### config.mk
export PLATFORM = sky130hd
export DESIGN_NAME = foo_handshake_arbiter
export DESIGN_NICKNAME = d
export VERILOG_FILES = /design/src/rtl/foo_handshake_arbiter.sv
export SDC_FILE = /design/constraint.sdc
export NUM_CORES = 1
export LEC_CHECK = 0
export BUFFER_PORTS_ARGS = -buffer_cell sky130_fd_sc_hd__buf_2
export CORE_ASPECT_RATIO = 1.1
export CORE_MARGIN = 8
export CORE_UTILIZATION = 44
export CTS_CLUSTER_SIZE = 14
export DETAILED_ROUTE_END_ITERATION = 16
export GPL_ROUTABILITY_DRIVEN = 0
export GPL_TIMING_DRIVEN = 0
export PLACE_DENSITY = 0.74
export SKIP_LAST_GASP = 1
export SLEW_MARGIN = 20
export SYNTH_ARGS = -nofsm -noshare
export SYNTH_HDL_FRONTEND = slang
export SYNTH_SLANG_ARGS = --single-unit
### constraint.sdc
create_clock -name CLK -period 2.1 [get_ports CLK]
set_input_delay 0.21 -clock CLK [delete_from_list [all_inputs] [get_ports CLK]]
set_output_delay 0.21 -clock CLK [all_outputs]
set_load 0.05 [all_outputs]
### src/rtl/foo_handshake_arbiter.sv
// ----------------------------------------------------------------------------
// foo_handshake_arbiter
//
// Round-robin arbiter that shares one ready/valid output channel among N
// ready/valid requesters. The winning beat is captured in a one-entry output
// register, so every out_* signal comes straight from a flop. Each output beat
// is tagged with the index of the requester that produced it, and completed
// output transfers are counted (wrapping) for monitors and debug.
//
// Ports
//   CLK        in   clock, all state updates on the rising edge
//   RESET      in   synchronous active-high reset
//   in_valid   in   [N]        requester i has a beat
//   in_ready   out  [N]        beat i accepted this cycle (one-hot or zero)
//   in_data    in   [N*WIDTH]  requester i data at [i*WIDTH +: WIDTH]
//   out_valid  out             output register holds a beat
//   out_ready  in              downstream accepts the held beat
//   out_data   out  [WIDTH]    buffered beat data
//   out_src    out  [SRC_W]    requester index that produced out_data
//   xfer_count out  [COUNT_W]  completed output transfers, wraps
// ----------------------------------------------------------------------------
module foo_handshake_arbiter #(
  parameter  int N       = 3,
  parameter  int WIDTH   = 5,
  parameter  int COUNT_W = 8,
  localparam int SRC_W   = $clog2(N)
) (
  input  logic                 CLK,
  input  logic                 RESET,
  input  logic [N-1:0]         in_valid,
  output logic [N-1:0]         in_ready,
  input  logic [N*WIDTH-1:0]   in_data,
  output logic                 out_valid,
  input  logic                 out_ready,
  output logic [WIDTH-1:0]     out_data,
  output logic [SRC_W-1:0]     out_src,
  output logic [COUNT_W-1:0]   xfer_count
);

  typedef enum logic {
    ST_EMPTY = 1'b0,
    ST_FULL  = 1'b1
  } state_e;

  state_e             state_q, state_d;
  logic [WIDTH-1:0]   data_q, data_d;
  logic [SRC_W-1:0]   src_q, src_d;
  logic [SRC_W-1:0]   ptr_q, ptr_d;
  logic [COUNT_W-1:0] count_q, count_d;

  logic [WIDTH-1:0]   lane [N];
  logic [SRC_W-1:0]   winner;
  logic               found;
  logic               drain;
  logic               space;
  logic               load;

  // Unpack the flat data bus into one lane per requester.
  for (genvar g = 0; g < N; g++) begin : g_lane
    assign lane[g] = in_data[g*WIDTH +: WIDTH];
  end

  // Round-robin scan starting at the pointer. The candidate index is formed
  // one bit wider than SRC_W so ptr+k can be folded back below N without
  // overflow before it is used as a select.
  always_comb begin
    logic [SRC_W:0]   sum;
    logic [SRC_W-1:0] idx;
    found  = 1'b0;
    winner = '0;
    sum    = '0;
    idx    = '0;
    for (int k = 0; k < N; k++) begin
      sum = {1'b0, ptr_q} + (SRC_W+1)'(k);
      if (sum >= (SRC_W+1)'(N)) begin
        sum = sum - (SRC_W+1)'(N);
      end
      idx = sum[SRC_W-1:0];
      if (!found && in_valid[idx]) begin
        found  = 1'b1;
        winner = idx;
      end
    end
  end

  // Handshake qualifiers. Reset gates load so nothing is granted on a
  // reset cycle, even though the register state itself changes on the edge.
  always_comb begin
    drain = (state_q == ST_FULL) && out_ready;
    space = (state_q == ST_EMPTY) || out_ready;
    load  = space && found && !RESET;
  end

  // Grant: only the winner sees ready, and only when the beat is loaded.
  always_comb begin
    in_ready = '0;
    if (load) begin
      in_ready[winner] = 1'b1;
    end
  end

  // Next-state for the output buffer, round-robin pointer and counter.
  // A drain and a load in the same cycle keep the buffer full with the new
  // beat, giving one beat per cycle. A drain without a load empties the
  // buffer but leaves the last data/src visible.
  always_comb begin
    state_d = state_q;
    data_d  = data_q;
    src_d   = src_q;
    ptr_d   = ptr_q;
    count_d = count_q;

    unique case (state_q)
      ST_EMPTY: begin
        if (load) begin
          state_d = ST_FULL;
        end
      end
      ST_FULL: begin
        if (drain && !load) begin
          state_d = ST_EMPTY;
        end
      end
      default: state_d = ST_EMPTY;
    endcase

    if (load) begin
      data_d = lane[winner];
      src_d  = winner;
      if (winner == SRC_W'(N-1)) begin
        ptr_d = '0;
      end else begin
        ptr_d = winner + SRC_W'(1);
      end
    end

    if (drain) begin
      count_d = count_q + COUNT_W'(1);
    end
  end

  // State registers with synchronous reset; a buffered beat is discarded.
  always_ff @(posedge CLK) begin
    if (RESET) begin
      state_q <= ST_EMPTY;
      data_q  <= '0;
      src_q   <= '0;
      ptr_q   <= '0;
      count_q <= '0;
    end else begin
      state_q <= state_d;
      data_q  <= data_d;
      src_q   <= src_d;
      ptr_q   <= ptr_d;
      count_q <= count_d;
    end
  end

  assign out_valid  = (state_q == ST_FULL);
  assign out_data   = data_q;
  assign out_src    = src_q;
  assign xfer_count = count_q;

endmodule
==> run summary <==
final setup fails: 9
Final Util: 0.7454
Hold Path End: out_data[2]
Worst path max stage delay: 0.42 ns
share of layout cells above drive strength 1: 0.5096
RSZ-0062 raised after global routing: yes
number of hold buffers added after cts: 0
Min-Delay Path Depth: 3
clock root buffer: clkbuf_4
drt initial violations: 70
CP arrival: 2.25 ns
mapped cell area: 1161 µm²
critical path startpoint category: flip-flop
FMAX: 406.5 MHz
core footprint: 2496 µm²
Distinct cells, synth: 39
reg2reg end: out_data[3]
Mapped Nets: 165
final wirelength: 4312 µm
area delta synth->final: 60.24%
post-synth top area share: 0.3103
crit path setup slack, layout: -0.3598 ns
worst r2r src: ptr_q[1]
final hold vios: 0
Clock Latency Late Sink: 0.29 ns
Critical Path RT: 1.89 ns
antenna violations before repair: 0
first-pass GRT wire length: 6147 µm
YS warnings: 0
H-tree depth: 1
die span in x: 64.98 µm
maxcap violations: 0
R2R setup slack: -0.24 ns
clock period minus worst slack: 2.460 ns
failing checks: setup timing
hpwl dp: 2421 µm
hold_ws: 0.1082 ns
clock slew at reported path FFs: 0.10 ns
CP max FO: 5
Layout Skew: 0.0004167 ns
via count of the first global-routing pass: 1421
Period Utilization, post-route: 1.171
register area share after synthesis: 0.3103
DR DRC count: 0
Reg2Reg Depth: 12
largest area contributor in the synthesized netlist: dfxtp_1
hold crit path type: primary input to flip-flop
Starting Density: 0.4652
TritonCTS clock tree: done
Worst Max-Slew Pin Slew: 0.4123 ns
Hold Path Origin: in_data[12]
FILL cells: 182
fin. max-slew vios: 0
placed insts: 209
cells after synthesis: 139
Area contributors post-synth: dfxtp_1 31%, ha_1 5.4%, mux2i_1 5.2%, nand2_1 4.5%, nor2_1 4.5%
WL/cell: 18.04 µm
Peak supply drop: 1.094 mV
crit end category: output pin
Slew headroom: 0.7251
Chip Height: 69.88 µm
vias per cell: 5.741
gr usage total: 0.1672
Leak: 0.8661 nW
Cell Chain, Critical Path: inv_2 -> ha_4 -> mux2_4 -> a21oi_4 -> buf_4 -> buf_6 -> buf_8 -> a31oi_4 -> nor2_4 -> buf_8
number of diodes: 0
CTS buffer count: 3
Top cell by count, worst path: buf_8
post-route ant nets: 0
highest-delay cell along the critical path: dfxtp_2
Overflow after GRT: 0
I/O Buffers: 39
largest net degree at the start of global routing: 11
First-pass DRT Iterations: 5
boundary pin count: 40
final net count: 236
crit path kind: flip-flop to output pin
CTS Buffer Depth: 2
Avg Cell Area, Syn: 8.353 µm²
non-filler cells, final: 239
DIE AREA: 4540 µm²
# clock sinks: 18
power per cell area: 1519 nW/µm²
DR vias: 1372
status: finished, violations left
FF+latch count, synth: 18
row cnt: 19
[what timing repair did]
| item | in CTS | in global routing |
|---|---|---|
| hold endpoints to repair | 0 | 0 |
| endpoints found under the setup margin | 10 | 9 |
| resized for setup | 48 | 7 |
| setup buffers | 21 | 7 |
| pin swaps | 18 | 7 |
[area by class of cell]
cell class              instances  area [µm²]  share of cell area
multi-input cells             107       904.6              0.4862
repair buffers                 66       457.9              0.2461
flip-flops and latches         18       365.4              0.1964
inverters                      10       43.79             0.02354
well taps                      31       38.79             0.02085
plain buffers                   4       27.53             0.01479
clock buffers                   3       22.52             0.01210
[registers in the layout, indices dropped and copies added, names as in the netlist]
name        cells
xfer_count      8
out_data        5
out_src         2
ptr_q           2
out_valid       1
[cell families (layout without fill, tap and decap cells)]
group / Yosys count / count (layout) / synth area share
fa+ha+maj: 5 / 5 / 0.05388
flops: 18 / 18 / 0.3103
simple gates: 57 / 57 / 0.2500
buf+inv: 14 / 83 / 0.04742
xor+xnor: 5 / 5 / 0.03771
mux: 9 / 9 / 0.08729
compound gates: 31 / 31 / 0.2134
[synthesized netlist by cell type]
cell type / number
dfxtp_1: 18
nand2_1: 14
nor2_1: 14
inv_1: 10
nand3_1: 7
a221oi_1: 6
mux2i_1: 6
ha_1: 5
o221ai_1: 5
a21oi_1: 4
xor2_1: 4
and2_1: 3
and3_1: 3
and3b_1: 3
nand4_1: 3
o21ai_0: 3
a21o_1: 2
a21oi_4: 2
buf_2: 2
clkbuf_1: 2
mux2_4: 2
nand2b_1: 2
nor2b_1: 2
or3_1: 2
a21boi_0: 1
a21boi_1: 1
a22oi_1: 1
a31oi_1: 1
a32o_1: 1
a41o_1: 1
mux2_2: 1
nand3_2: 1
nor3b_1: 1
o21ai_1: 1
o22ai_1: 1
o32ai_1: 1
or2_0: 1
or2_1: 1
xnor2_1: 1
[worst max-delay path by stage]
stage / from / to / slack [ns]
after global placement: ptr_q[1] / in_ready[1] / -0.26
after CTS: ptr_q[0] / in_ready[1] / -0.30
final: ptr_q[1] / in_ready[0] / -0.36
after detailed placement: ptr_q[1] / in_ready[1] / -0.30
after global routing: ptr_q[0] / in_ready[1] / -0.43
after floorplan: ptr_q[0] / in_ready[0] / 0.03
[per-stage QoR]
step / TNS [ns] / area (µm²) / total power, mW / setup WS (ns)
finish: -1.878 / 1861 / 2.827 / -0.3598
global route: -2.674 / 1861 / 2.961 / -0.4277
CTS: -0.9365 / 1794 / 2.585 / -0.2975
detailed placement: -1.647 / 1426 / 1.787 / -0.2972
global placement: -1.218 / 1426 / 1.748 / -0.2613
floorplan: 0 / 1192 / 1.520 / 0.02923
[where the power goes]
part	internal [mW]	total [mW]	switching (mW)	leakage (nW)
registers	0.418	0.479	0.0612	0.148
logic	0.989	2.17	1.19	0.704
clock network	0.0669	0.173	0.106	0.0138
[worst max-delay path: cells and delay by family (launching register included)]
| kind | cells | cell delay [ns] |
|---|---|---|
| adder cells (fa/ha/maj) | 1 | 0.18 |
| buffers and inverters | 5 | 0.57 |
| AND/OR/NAND/NOR | 1 | 0.15 |
| flip-flops | 1 | 0.42 |
| AO/OA/AOI/OAI | 2 | 0.30 |
| multiplexers | 1 | 0.32 |
[cells in the final DEF, fill, tap and decap left out, types with 6 or more instances in the layout]
| cell | n |
|---|---|
| a221oi_2 | 6 |
| buf_2 | 37 |
| buf_4 | 19 |
| buf_6 | 8 |
| dfxtp_1 | 16 |
| inv_1 | 7 |
| mux2i_1 | 6 |
| nand2_1 | 13 |
| nand3_1 | 7 |
| nor2_1 | 10 |
[routing by layer]
metal,GRT usage,vias to the layer above,routed length (µm)
li1,-,645,-
met1,0.1702,644,1704
met2,0.3020,66,2196
met3,0.05423,17,264
met4,0.06796,0,146
met5,0,-,0
(Power assumes the default switching activity.)
